<file path="src/rtl/pc_pkg.sv">
// pc_pkg: shared types and constants for the program-counter / fetch controller.
//   fetch_state_t : fetch state machine encoding (BOOT, RUN, HALT)
//   next_sel_t    : next-PC source, listed in priority order
//   INSTR_BYTES   : sequential PC increment
//   DEF_*         : default parameter values for pc_fetch_ctrl
package pc_pkg;

    typedef enum logic [1:0] {
        BOOT,
        RUN,
        HALT
    } fetch_state_t;

    typedef enum logic [2:0] {
        SEL_TRAP,
        SEL_RET,
        SEL_JMP,
        SEL_BR,
        SEL_SEQ,
        SEL_HOLD
    } next_sel_t;

    localparam int          INSTR_BYTES      = 4;
    localparam int          DEF_XLEN         = 32;
    localparam logic [31:0] DEF_RESET_VECTOR = 32'h0000_0000;
    localparam logic [31:0] DEF_TRAP_VECTOR  = 32'h0000_0080;

endpackage

</file>
<file path="src/rtl/pc_ras.sv">
// pc_ras: circular return-address stack.
//   clk, reset  : clock, asynchronous active-high reset (clears the entry count)
//   push        : write push_data as the new top
//   pop         : drop the top entry (ignored while empty)
//   push_data   : address pushed
//   top         : current top entry (undefined while empty)
//   empty, full : occupancy flags
// A push while full overwrites the oldest entry. Push together with pop
// replaces the top entry in place and leaves the count unchanged.
module pc_ras #(
    parameter int XLEN      = 32,
    parameter int RAS_DEPTH = 4
) (
    input  logic            clk,
    input  logic            reset,
    input  logic            push,
    input  logic            pop,
    input  logic [XLEN-1:0] push_data,
    output logic [XLEN-1:0] top,
    output logic            empty,
    output logic            full
);

    localparam int PW = $clog2(RAS_DEPTH);
    localparam int CW = $clog2(RAS_DEPTH + 1);

    logic [XLEN-1:0] mem [RAS_DEPTH];
    logic [PW-1:0]   ptr;
    logic [PW-1:0]   top_idx;
    logic [CW-1:0]   count;
    logic            do_pop;

    // ptr is the next free slot; wrapping it makes a full push land on the oldest entry
    assign top_idx = ptr - PW'(1);
    assign top     = mem[top_idx];
    assign empty   = (count == '0);
    assign full    = (count == CW'(RAS_DEPTH));
    assign do_pop  = pop && !empty;

    always_ff @(posedge clk or posedge reset) begin
        if (reset) begin
            ptr   <= '0;
            count <= '0;
        end else if (push && do_pop) begin
            ptr   <= ptr;
        end else if (push) begin
            ptr <= ptr + PW'(1);
            if (!full) count <= count + CW'(1);
        end else if (do_pop) begin
            ptr   <= ptr - PW'(1);
            count <= count - CW'(1);
        end
    end

    always_ff @(posedge clk) begin
        if (push) mem[do_pop ? top_idx : ptr] <= push_data;
    end

endmodule

</file>
<file path="src/rtl/pc_fetch_ctrl.sv">
// pc_fetch_ctrl: architectural fetch PC with next-PC selection, valid/ready
// fetch handshake, boot/halt state machine and optional return-address stack.
// Build option: define PC_RAS_EN to instantiate the RAS (pc_ras); without it
// returns always use ret_target_i and call_i is ignored.
// Ports:
//   clk, reset            : clock, asynchronous active-high reset
//   pc_ready_i, stall_i   : imem accept / pipeline stall (sequential advance only)
//   br_*, jmp_*, ret_*    : redirect requests and targets
//   call_i, call_link_i   : jump is a call; link is pushed onto the RAS
//   trap_i                : exception redirect to TRAP_VECTOR
//   halt_i, resume_i      : enter / leave HALT
//   pc_o, pc_valid_o      : fetch request
//   pc_plus4_o            : pc_o + 4
//   misalign_o            : one-cycle pulse on a misaligned redirect target
//   ras_empty_o/full_o    : RAS occupancy
//
// state | meaning
// BOOT  | first cycle after reset; no fetch, redirects ignored
// RUN   | fetching; next PC selected by priority every cycle
// HALT  | no fetch, pc_o frozen; only resume_i or trap_i leave
module pc_fetch_ctrl
    import pc_pkg::*;
#(
    parameter int              XLEN         = DEF_XLEN,
    parameter logic [XLEN-1:0] RESET_VECTOR = XLEN'(DEF_RESET_VECTOR),
    parameter logic [XLEN-1:0] TRAP_VECTOR  = XLEN'(DEF_TRAP_VECTOR),
    parameter int              RAS_DEPTH    = 4
) (
    input  logic            clk,
    input  logic            reset,
    input  logic            pc_ready_i,
    input  logic            stall_i,
    input  logic            br_taken_i,
    input  logic [XLEN-1:0] br_target_i,
    input  logic            jmp_i,
    input  logic [XLEN-1:0] jmp_target_i,
    input  logic            call_i,
    input  logic [XLEN-1:0] call_link_i,
    input  logic            ret_i,
    input  logic [XLEN-1:0] ret_target_i,
    input  logic            trap_i,
    input  logic            halt_i,
    input  logic            resume_i,
    output logic [XLEN-1:0] pc_o,
    output logic            pc_valid_o,
    output logic [XLEN-1:0] pc_plus4_o,
    output logic            misalign_o,
    output logic            ras_empty_o,
    output logic            ras_full_o
);

    fetch_state_t    state;
    next_sel_t       sel;
    logic [XLEN-1:0] target;
    logic [XLEN-1:0] ret_value;
    logic            misaligned;
    logic            in_run;

    assign in_run     = (state == RUN);
    assign pc_plus4_o = pc_o + XLEN'(INSTR_BYTES);

`ifdef PC_RAS_EN
    logic [XLEN-1:0] ras_top;
    logic            ras_push;
    logic            ras_pop;

    // stack traffic only happens in RUN, whatever redirect wins the priority
    assign ras_push = in_run && call_i && jmp_i;
    assign ras_pop  = in_run && ret_i && !ras_empty_o;

    pc_ras #(
        .XLEN      (XLEN),
        .RAS_DEPTH (RAS_DEPTH)
    ) u_ras (
        .clk       (clk),
        .reset     (reset),
        .push      (ras_push),
        .pop       (ras_pop),
        .push_data (call_link_i),
        .top       (ras_top),
        .empty     (ras_empty_o),
        .full      (ras_full_o)
    );

    assign ret_value = ras_empty_o ? ret_target_i : ras_top;
`else
    logic unused_call;

    assign ras_empty_o = 1'b1;
    assign ras_full_o  = 1'b0;
    assign ret_value   = ret_target_i;
    assign unused_call = ^{call_i, call_link_i};
`endif

    always_comb begin
        sel = SEL_HOLD;
        if (trap_i)                        sel = SEL_TRAP;
        else if (ret_i)                    sel = SEL_RET;
        else if (jmp_i)                    sel = SEL_JMP;
        else if (br_taken_i)               sel = SEL_BR;
        else if (pc_ready_i && !stall_i)   sel = SEL_SEQ;
    end

    always_comb begin
        target = pc_o;
        case (sel)
            SEL_TRAP: target = TRAP_VECTOR;
            SEL_RET:  target = ret_value;
            SEL_JMP:  target = jmp_target_i;
            SEL_BR:   target = br_target_i;
            SEL_SEQ:  target = pc_plus4_o;
            default:  target = pc_o;
        endcase
    end

    assign misaligned = (sel inside {SEL_RET, SEL_JMP, SEL_BR}) && (target[1:0] != 2'b00);

    always_ff @(posedge clk or posedge reset) begin
        if (reset) begin
            state      <= BOOT;
            pc_o       <= RESET_VECTOR;
            pc_valid_o <= 1'b0;
            misalign_o <= 1'b0;
        end else begin
            misalign_o <= 1'b0;
            case (state)
                BOOT: begin
                    state      <= RUN;
                    pc_valid_o <= 1'b1;
                end
                RUN: begin
                    pc_o       <= misaligned ? TRAP_VECTOR : target;
                    misalign_o <= misaligned;
                    // any redirect wins over halt; an accepted fetch still advances
                    if (halt_i && (sel inside {SEL_SEQ, SEL_HOLD})) begin
                        state      <= HALT;
                        pc_valid_o <= 1'b0;
                    end
                end
                HALT: begin
                    if (trap_i) begin
                        pc_o       <= TRAP_VECTOR;
                        state      <= RUN;
                        pc_valid_o <= 1'b1;
                    end else if (resume_i) begin
                        state      <= RUN;
                        pc_valid_o <= 1'b1;
                    end
                end
                default: begin
                    state      <= BOOT;
                    pc_valid_o <= 1'b0;
                end
            endcase
        end
    end

endmodule

</file>
<file path="config.mk">
export PLATFORM = sky130hd
export DESIGN_NAME = pc_fetch_ctrl
export DESIGN_NICKNAME = d
export VERILOG_FILES = /design/src/rtl/pc_pkg.sv /design/src/rtl/pc_ras.sv /design/src/rtl/pc_fetch_ctrl.sv
export SDC_FILE = /design/constraint.sdc
export NUM_CORES = 1
export LEC_CHECK = 0
export ABC_AREA = 1
export CAP_MARGIN = 20
export CORE_MARGIN = 8
export CORE_UTILIZATION = 43
export DETAILED_ROUTE_END_ITERATION = 8
export PLACE_DENSITY_LB_ADDON = 0.12
export RECOVER_POWER = 25
export SYNTH_ARGS = -nofsm -noshare
export SYNTH_HDL_FRONTEND = slang
export SYNTH_HIERARCHICAL = 1
export SYNTH_SLANG_ARGS = --single-unit
</file>
<file path="constraint.sdc">
create_clock -name clk -period 4.14 [get_ports clk]
set_clock_uncertainty 0.1 [all_clocks]
set_input_delay 0.621 -clock clk [delete_from_list [all_inputs] [get_ports clk]]
set_output_delay 0.621 -clock clk [all_outputs]
set_load 0.02 [all_outputs]
</file>
# Yosys cells after proc, flatten, opt, wreduce, memory -nomap -nowiden

Cells that the tools add are included.

Add/sub/neg operators: 1
Multiplexer cells: 18
Eq/ne operators: 11
Reduce and logical (&&, ||, !) cells: 13

Operator list:

| cell                                                             | count |
|---|---|
| 32-bit one-hot mux with 5 select lines                           | 1 |
| 32-bit two-way mux                                               | 2 |
| 32-bit one-hot mux with 2 select lines                           | 1 |
| 32-bit by 3-bit adder with 32-bit output (second input constant) | 1 |
| 3-bit two-way mux                                                | 4 |
| 7-bit by 2-bit != test with 1-bit output (second input constant) | 1 |
| 3-bit by 2-bit == test with 1-bit output (second input constant) | 2 |
| 3-bit == test (second input constant)                            | 2 |
| 2-bit two-way mux                                                | 3 |
| 2-bit one-hot mux with 3 select lines                            | 1 |
| 2-bit nonzero test                                               | 3 |
| 1-bit two-way mux                                                | 5 |
| 2-bit AND reduction                                              | 2 |
| 3-bit by 1-bit == test with 1-bit output (second input constant) | 1 |
| 1-bit logical AND                                                | 3 |
| 3-bit logical NOT                                                | 1 |
| 3-bit != test (second input constant)                            | 1 |
| 1-bit one-hot mux with 3 select lines                            | 1 |
| 3-bit AND reduction                                              | 1 |
| 3-bit nonzero test                                               | 1 |
| 2-bit by 1-bit == test with 1-bit output (second input constant) | 1 |
| 2-bit == test (second input constant)                            | 1 |
| 2-bit logical NOT                                                | 1 |
| 2-bit by 1-bit != test with 1-bit output (second input constant) | 1 |
| other kinds (2)                                                  | 2 |

Register bits: 36
Output and inout bits: 68
Input bits: 139
Logic and storage cells: 48

# Depth between registers and ports, before layout

Gate-level depths: netlist (run 1).

Depth after elaboration: 13
Depth in mapped cells: 13
Depth with buffers taken out: 11

# Least setup slack after synthesis (run 1)

Ideal clock, no wire load.

Path type: flip-flop to output port
Start point: register pc_o[3]
End point: output port pc_plus4_o[18]
Data required time: 3.419 ns
Arrival time: 1.592 ns
Buffers on the path: 0
Cell stages (with the launch flop): 7
Path slack: 1.827 ns
Cells stage by stage: dfrtp_1 > ha_1 > nand3_1 > inv_1 > nand2_1 > o21bai_1 > and2_1

Word-level cells in the longest chain between the ends: 1

RTL lines:

| item                                     | line                 | text |
|---|---|---|
| start: declaration                       | pc_fetch_ctrl.sv:44  | `output logic [XLEN-1:0] pc_o,` |
| start signal: assignment                 | pc_fetch_ctrl.sv:132 | `pc_o <= misaligned ? TRAP_VECTOR : target;` |
| 32-bit by 3-bit adder with 32-bit output | pc_fetch_ctrl.sv:60  | `assign pc_plus4_o = pc_o + XLEN'(INSTR_BYTES);` |
| end: declaration                         | pc_fetch_ctrl.sv:46  | `output logic [XLEN-1:0] pc_plus4_o,` |

Every way passes these cells.

# Worst setup path in the final report (run 1)

Start point: register pc_o[2]
End point: output port pc_plus4_o[18]

The elaborated chain is that of the path after synthesis.

==> qor.txt, run 1 <==
All-Layer GR Usage -> 23.6%
Inserted Diodes -> 0
Pin count of the biggest net entering global routing -> 36
Period utilisation layout -> 84.5%
Worst-skew pair later-pin latency -> 0.30 ns
Slowest stage delay, CP -> 0.60 ns
Setup violators final -> 0
P_leak -> 2.66 nW
Seq cells post-synth -> 35
WL final -> 14300 µm
Crit-path leading delay family -> buffers and inverters
WHS -> 0.447 ns
Vias in the first global route -> 4650
Failing checks -> capacitance limit, slew limit
Crit Path Class -> reg -> out
Worst path slowest cell -> clkdlybuf4s50_1
Startpoint Class -> flip-flop
DIE AREA -> 12000 µm²
P&R area growth vs syn -> 47.5%
Nets -> 970
CP max FO -> 10
DR DRC count -> 0
Syn Inst Count -> 672
PortBufs -> 171
RD Place Congestion -> 0.959
Fin worst setup slack -> 0.642 ns
Worst VDD drop -> 0.249 mV
Power per cell area -> 514 nW/µm²
Final hold viol count -> 0
Slew headroom -> -31.8%
Worst path buffer plus inverter count -> 2
Resize count post-CTS -> 0
Setup TNS -> 0 ns
Setup bufs post-CTS -> 0
Die X -> 109 µm
Die height -> 109 µm
Antenna Violating Nets Remaining -> 0
Post-synthesis cell type count -> 29
CORE AREA -> 8590 µm²
Clock Pin Slew Worst Setup and Hold Paths -> 0.08 ns
CTS tree -> built
Util after Layout -> 64.3%
Total global routing overflow -> 0
Site Rows -> 34
Register area share after synthesis -> 23.4%
Critical path required time -> 3.42 ns
CP arrival -> 2.78 ns
Ports -> 207
Max-Cap Viols -> 1
Setup WS pre-CTS -> 0.973 ns
Total CTS buffers -> 5
Mapped cell area -> 3750 µm²
Antenna violations before repair -> 0
Outcome -> complete, but fails checks
DP HPWL -> 11500 µm
Htree depth -> 2
Net Count, Synth -> 815
Dpl cells -> 928
Fin. max-slew vios -> 36
Fillcell total -> 820
Initial DRC Count -> 228
YS warnings -> 6
Slew @ Worst Pin -> 1.98 ns
RSZ-0062 raised after global routing -> false
WL/cell -> 15.3 µm
Mapped Avg Cell Area -> 5.57 µm²
Share of cells above drive strength 1 -> 3.99%
Root Driver -> clkbuf_8
Via Count -> 4719
Clock sink total -> 35
Final min period -> 3.50 ns
Hold Buf Count CTS -> 0
Worst path cell trace -> ha_1 > nand3_1 > inv_1 > nand2_1 > o21bai_1 > and2_1 > clkdlybuf4s50_1
Starting Density -> 43.6%
Min-delay worst type -> reg -> reg
Worst Setup End Kind -> output pin
Vias per cell -> 5.05
Max Clock Freq -> 286 MHz
Clock Tree Buf Depth -> 2
First-pass GRT wire length -> 22600 µm
Final Instance Count excl. Fillers -> 935
Number of iterations in the first detailed-routing pass -> 5
area by class of cell:
type / count / area (µm²) / share of cell area (%)
multi-input cells: 524 / 2360 / 42.7
repair buffers: 177 / 1750 / 31.7
well taps: 108 / 135 / 2.45
flip-flops and latches: 35 / 876 / 15.8
clock inverters: 1 / 5.00 / 0.0906
inverters: 84 / 315 / 5.71
clock buffers: 6 / 82.6 / 1.49
tightest hold or removal path, cell delays in order, from the launching register on:
cell and delay (ns):
dfrtp_1 0.39, nand2_1 0.07, nand2_1 0.06
Yosys cell counts:
library cell  count  area, µm²
clkinv_1          2       7.51
nand3b_1          3       22.5
nor2_8            1       20.0
nor2_4            3       33.8
nand2_1         277       1040
inv_2             5       18.8
nand3_1          75        375
conb_1            2       7.51
buf_2            12       60.1
nor3_1            1       5.00
nand2_4           1       11.3
nor2_2            4       25.0
and2_1            9       56.3
dfrtp_1          35        876
xor2_1            1       8.76
nand2_2           5       31.3
nor3_4            1       16.3
buf_4            11       82.6
nor3_2            1       10.0
nor2_1           81        304
xnor2_1           1       8.76
a21oi_1           4       20.0
o21bai_1          6       45.0
clkbuf_1          2       7.51
inv_1            77        289
o21ai_0           5       25.0
nand4_1          39        244
buf_6             4       45.0
ha_1              4       50.1
cell usage in the layout, fill, tap and decap left out, drive strengths merged:
cell type / instances
dlygate4sd3: 1
a21oi: 4
o21ai: 5
nand3b: 3
ha: 4
clkinv: 3
clkbuf: 7
nand2: 283
and2: 9
buf: 5
xor2: 1
nor2: 89
conb: 2
inv: 82
o21bai: 6
nand4: 39
clkdlybuf4s50: 170
xnor2: 1
dfrtp: 35
nand3: 75
nor3: 3
where the power goes:
group          switching (mW)  internal (mW)
sequential              0.237          0.481
clock                   0.135          0.131
combinational            1.07          0.782
total                    1.45           1.39
metal layers:
layer | share of wire (%) | track usage, %
met1 | 42 | 28.7
met2 | 47 | 39.7
met3 | 8.8 | 5.92
met4 | 2.1 | 7.81
met5 | 0 | 0
state kept, by name, indices dropped and copies added, names as in the netlist:
register	count
state	1
pc_o	32
misalign_o	1
pc_valid_o	1
cells by family (layout without fill, tap and decap cells):
group,after synthesis,in the layout,synth area share (%)
other,2,2,0.200
AO/OA/AOI/OAI,15,15,2.40
flip-flops,35,35,23.4
XOR/XNOR,2,2,0.468
AND/OR/NAND/NOR,501,501,58.6
buffers and inverters,113,268,13.6
adder cells (fa/ha/maj),4,4,1.34
metrics by stage:
step                total power [mW]  instance area (µm²)
floorplan                       1.73                 3750
global placement                2.55                 5440
detailed placement              2.59                 5440
CTS                             2.85                 5530
global route                    3.03                 5530
finish                          2.84                 5530
final timing paths:
check / startpoint / endpoint / slack, ns / cells past startpoint
max in group asynchronous: reset / pc_o[12] / 1.44 / 3
min in group asynchronous: reset / pc_o[19] / 1.38 / 3
max: pc_o[2] / pc_plus4_o[18] / 0.64 / 7
min: pc_o[31] / pc_o[31] / 0.45 / 2
min reg2reg: pc_o[31] / pc_o[31] / 0.45 / 2
max reg2reg: pc_valid_o / pc_o[22] / 1.78 / 8
(Power assumes the default switching activity.)
==> run 2: changes to the inputs <==
- CORE_UTILIZATION: 43 -> 40
- clock period: 4.14 -> 3.3 ns (I/O delays scaled with it)
==> run 2 against run 1 <==
  * The run still ends with capacitance limit, slew limit left
  * Global-route usage decreased by 0.57 points
  * Total power grew 30%
  * Sequential cell count is the same
  * Sequential share of layout area shrank 0.17 points
  * Routed wire length up 4.0%
  * Die area is 6.4% higher
  * Design area rose by 1.1%
  * Critical endpoint unchanged
  * Largest cell class unchanged
  * Largest power group unchanged
==> qor.txt, run 2 (synthesis results as in run 1) <==
Outcome -> complete, but fails checks
Failing checks -> capacitance limit, slew limit
Total CTS buffers -> 5
Startpoint Class -> flip-flop
Hold path startpoint -> pc_o[31]
Util after Layout -> 61.0%
CORE AREA -> 9150 µm²
Worst r2r src -> pc_valid_o
Clock Tree Buf Depth -> 2
Die height -> 113 µm
Share of cells above drive strength 1 -> 4.58%
DR DRC count -> 0
Final Instance Count excl. Fillers -> 941
Placed cell areas -> 5470 µm²
Crit-path leading delay family -> buffers and inverters
First-pass GRT wire length -> 23900 µm
R2R depth -> 9
Initial DRC Count -> 349
Met2 WL -> 6860 µm
Vias in the first global route -> 4791
Root Driver -> clkbuf_8
Clock sink total -> 35
P&R area growth vs syn -> 49.1%
Inserted Diodes -> 0
Starting Density -> 40.9%
Htree depth -> 2
Power per cell area -> 660 nW/µm²
Fin. max-slew vios -> 36
RD Place Congestion -> 0.920
Crit Path Class -> reg -> out
Final min period -> 3.08 ns
Reg2reg end -> pc_o[6]
Clock Pin Slew Worst Setup and Hold Paths -> 0.08 ns
Setup TNS -> 0 ns
Max-Cap Viols -> 1
Ports -> 207
Most frequent cells in the layout -> nand2_1, clkdlybuf4s50_1, nor2_1, inv_1, nand3_1
Die X -> 113 µm
CTS tree -> built
WHS Path Cells -> 2
Via Count -> 4683
Total global routing overflow -> 0
Internal reg-to-reg setup slack -> 1.10 ns
Worst Setup SP -> pc_o[3]
Period utilisation layout -> 93.2%
Antenna violations before repair -> 0
Antenna Violating Nets Remaining -> 0
WL/cell -> 15.8 µm
Largest reg by FF count -> pc_o
Number of iterations in the first detailed-routing pass -> 5
FF/Latch Area -> 876 µm²
Worst path buffer plus inverter count -> 2
Met3 routed WL -> 1340 µm
Slew @ Worst Pin -> 2.09 ns
Nets -> 972
Site Rows -> 35
Worst path slowest cell -> clkdlybuf4s50_1
Min-delay worst type -> reg -> reg
Worst Setup End Kind -> output pin
Slew headroom -> -39.4%
All-Layer GR Usage -> 23.0%
Setup violators final -> 0
DIE AREA -> 12700 µm²
DP HPWL -> 11900 µm
PortBufs -> 171
Critical path required time -> 2.70 ns
Worst VDD drop -> 0.263 mV
Post-route design area -> 5590 µm²
Final hold viol count -> 0
Dpl cells -> 933
Slowest stage delay, CP -> 0.60 ns
Worst path cell trace -> ha_2 > nand3_1 > inv_2 > nand2_1 > o21bai_1 > and2_1 > clkdlybuf4s50_1
Multi-input logic area -> 2360 µm²
Worst-skew pair later-pin latency -> 0.30 ns
Wire length on met1 -> 6450 µm
WL final -> 14900 µm
CP max FO -> 6
Commonest non-fill, non-tap cell in the layout -> nand2_1
Max Clock Freq -> 325 MHz
P_leak -> 2.68 nW
Vias per cell -> 4.98
Tot Pwr -> 3.69 mW
CP arrival -> 2.48 ns
Largest register FFs -> 32
RSZ-0062 raised after global routing -> false
Fillcell total -> 908
Hold Buf Count CTS -> 0
Top layer in use -> met4
Pin count of the biggest net entering global routing -> 36
Hold Crit Endpoint -> pc_o[31]
==> run 2: what timing repair did <==
| action | in CTS | in global routing |
|---|---|---|
| endpoints found under the setup margin | 0 | 2 |
| hold endpoints to repair | 0 | 0 |
| buffers inserted | 0 | 0 |
| resized for setup | 0 | 2 |
==> run 2: stage by stage <==
step | setup slack, ns | hold WS [ns]
floorplan | 1.11 | 0.452
global placement | 0.454 | 0.415
detailed placement | 0.406 | 0.427
CTS | 0.0758 | 0.447
global route | 0.0405 | 0.492
finish | 0.224 | 0.443
==> run 2: final cells by class <==
| class | instances | area share, % |
|---|---|---|
| Clock buffer | 5 | 1.23 |
| Tap cell | 111 | 2.49 |
| Timing Repair Buffer | 179 | 31.9 |
| Clock inverter | 3 | 0.784 |
| Multi-Input combinational cell | 524 | 42.3 |
| Sequential cell | 35 | 15.7 |
| Inverter | 84 | 5.65 |
==> run 2: how the worst max path moves through the flow <==
stage,end,slack [ns],cells past startpoint
2_1_floorplan,pc_plus4_o[18],1.11,6
3_3_place_gp,pc_plus4_o[18],0.45,7
3_5_place_dp,pc_plus4_o[26],0.41,9
4_1_cts,pc_plus4_o[26],0.08,9
5_1_grt,pc_plus4_o[26],0.04,9
6_report,pc_plus4_o[18],0.22,7
==> run 2: power breakdown <==
| group | internal, mW | switching (mW) | leakage, nW |
|---|---|---|---|
| clock network | 0.225 | 0.180 | 0.0581 |
| logic | 1.01 | 1.38 | 2.15 |
| registers | 0.603 | 0.287 | 0.467 |
==> run 2: tightest hold or removal path: stages, from the launching register on <==
cell     delay (ns)
dfrtp_1        0.39
nand2_1        0.07
nand2_1        0.06
==> run 2: per-layer routing <==
metal | global-route usage, % | vias to the layer above
li1 | - | 2412
met1 | 28.3 | 2065
met2 | 39.6 | 189
met3 | 5.38 | 17
met4 | 5.49 | 0
met5 | 0 | -
==> run 3: changes to the inputs <==
- CORE_UTILIZATION: 40 -> 33
==> run 3 against run 2 <==
  * The run now ends clean
  * Design area is 1.5% higher
  * Combinational power hardly changed
  * Routed wire length is 1.7% higher
  * Sequential power hardly changed
  * Largest cell class unchanged
  * First-iteration DRC count is 19% lower
  * Global-route usage is 2.9 points lower
  * Sequential cell count stayed put
  * Total power is 3.8% higher
  * Clock-buffer cell count is 1 higher
  * Critical path type unchanged
  * Critical path depth is 2 higher
==> qor.txt, run 3 (synthesis results as in run 1) <==
Worst path slowest cell -> clkdlybuf4s50_1
Largest reg by FF count -> pc_o
WL final -> 15100 µm
Outcome -> finished, final reports clean
Period utilisation layout -> 94.3%
All-Layer GR Usage -> 20.1%
CP max FO -> 6
Startpoint Class -> flip-flop
Clock Pin Slew Worst Setup and Hold Paths -> 0.06 ns
Clock Tree Buf Depth -> 2
Worst Setup End Kind -> output pin
Crit-path leading delay family -> buffers and inverters
Worst Setup SP -> pc_o[3]
Crit Path Class -> reg -> out
Initial DRC Count -> 283
DR DRC count -> 0
Power per cell area -> 675 nW/µm²
Ports -> 207
Slew headroom -> 24.5%
CTS tree -> built
CP arrival -> 2.52 ns
Pin count of the biggest net entering global routing -> 34
Slowest stage delay, CP -> 0.60 ns
Crit path top cell by count -> nand2_1
Vias per cell -> 4.85
Most frequent cells in the layout -> nand2_1, clkdlybuf4s50_1, nor2_1, inv_1, nand3_1
R2R depth -> 8
Die height -> 123 µm
Hold Buf Count CTS -> 0
Worst VDD drop -> 0.329 mV
Min-delay worst type -> reg -> reg
Via Count -> 4712
FF/Latch Area -> 876 µm²
Inserted Diodes -> 0
Worst-skew pair later-pin latency -> 0.29 ns
Site Rows -> 39
Antenna violations before repair -> 0
Max-Cap Viols -> 0
Reg2reg end -> pc_o[14]
Commonest non-fill, non-tap cell in the layout -> nand2_1
WL/cell -> 15.5 µm
PortBufs -> 171
Htree depth -> 2
Instance count on the critical path -> 9
Clock sink total -> 35
RSZ-0062 raised after global routing -> false
Share of cells above drive strength 1 -> 4.34%
P_leak -> 2.70 nW
Root Driver -> clkbuf_16
Final min period -> 3.11 ns
Setup violators final -> 0
Number of iterations in the first detailed-routing pass -> 4
Util after Layout -> 50.3%
Slew @ Worst Pin -> 1.13 ns
Worst path cell trace -> ha_2 > nand3_1 > inv_1 > nand2_1 > inv_1 > nand2_1 > nand2_1 > and2_1 > clkdlybuf4s50_1
Nets -> 971
Antenna Violating Nets Remaining -> 0
First-pass GRT wire length -> 24100 µm
Critical path required time -> 2.70 ns
Largest register FFs -> 32
Worst path buffer plus inverter count -> 3
Tot Pwr -> 3.83 mW
CP endpoint -> pc_plus4_o[26]
Multi-input logic area -> 2360 µm²
Worst r2r src -> pc_valid_o
Fin. max-slew vios -> 0
Setup TNS -> 0 ns
Internal reg-to-reg setup slack -> 1.15 ns
RD Place Congestion -> 0.905
Total global routing overflow -> 0
Vias in the first global route -> 4790
Die X -> 123 µm
Final hold viol count -> 0
P&R area growth vs syn -> 51.3%
Starting Density -> 33.2%
Total CTS buffers -> 5
Fillcell total -> 1197
Max Clock Freq -> 321 MHz
CORE AREA -> 11300 µm²
DP HPWL -> 12200 µm
DIE AREA -> 15000 µm²
## run 3: worst min-delay path, stage by stage (launching register included)
cell and delay [ns]:
dfrtp_1 0.39, nand2_1 0.07, nand2_1 0.06
## run 3: worst min-delay path by stage
| stage | cells after the start | from | slack (ns) | endpoint |
|---|---|---|---|---|
| 2_1_floorplan | 2 | state[1] | 0.45 | state[1] |
| 3_3_place_gp | 2 | pc_o[31] | 0.41 | pc_o[31] |
| 3_5_place_dp | 2 | pc_o[31] | 0.43 | pc_o[31] |
| 4_1_cts | 2 | pc_o[31] | 0.44 | pc_o[31] |
| 5_1_grt | 2 | pc_o[31] | 0.49 | pc_o[31] |
| 6_report | 2 | pc_o[31] | 0.44 | pc_o[31] |
## run 3: layer usage
metal | GRT usage, % | vias up | share of wire, %
met1 | 24.4 | 2129 | 41
li1 | - | 2406 | -
met4 | 5.18 | 0 | 1.2
met5 | 0 | - | 0
met3 | 4.78 | 11 | 9.3
met2 | 35.1 | 166 | 48
## run 3: timing repair
item                                    in CTS  in global routing
setup buffers                                0                  0
endpoints found under the setup margin       0                  1
resized for setup                            0                  1
## run 3: per-stage QoR
stage / cell area (µm²) / hold slack (ns) / setup slack, ns / cells
2_1_floorplan: 3750 / 0.452 / 1.11 / 672
3_3_place_gp: 5490 / 0.415 / 0.410 / 964
3_5_place_dp: 5490 / 0.425 / 0.397 / 964
4_1_cts: 5670 / 0.439 / 0.0727 / 972
5_1_grt: 5670 / 0.495 / 0.0688 / 972
6_report: 5670 / 0.443 / 0.187 / 972
## run 3: final cells by class
type,instances,share of cell area (%)
Tap cell,143,3.16
Sequential cell,35,15.5
Clock buffer,6,2.45
Inverter,84,5.56
Timing Repair Buffer,178,31.1
Clock inverter,2,0.618
Multi-Input combinational cell,524,41.7
## run 3: report_power, final
part | switching [mW] | total [mW] | internal (mW)
sequential | 0.286 | 0.890 | 0.605
combinational | 1.37 | 2.37 | 0.991
clock | 0.193 | 0.569 | 0.376
total | 1.85 | 3.83 | 1.97
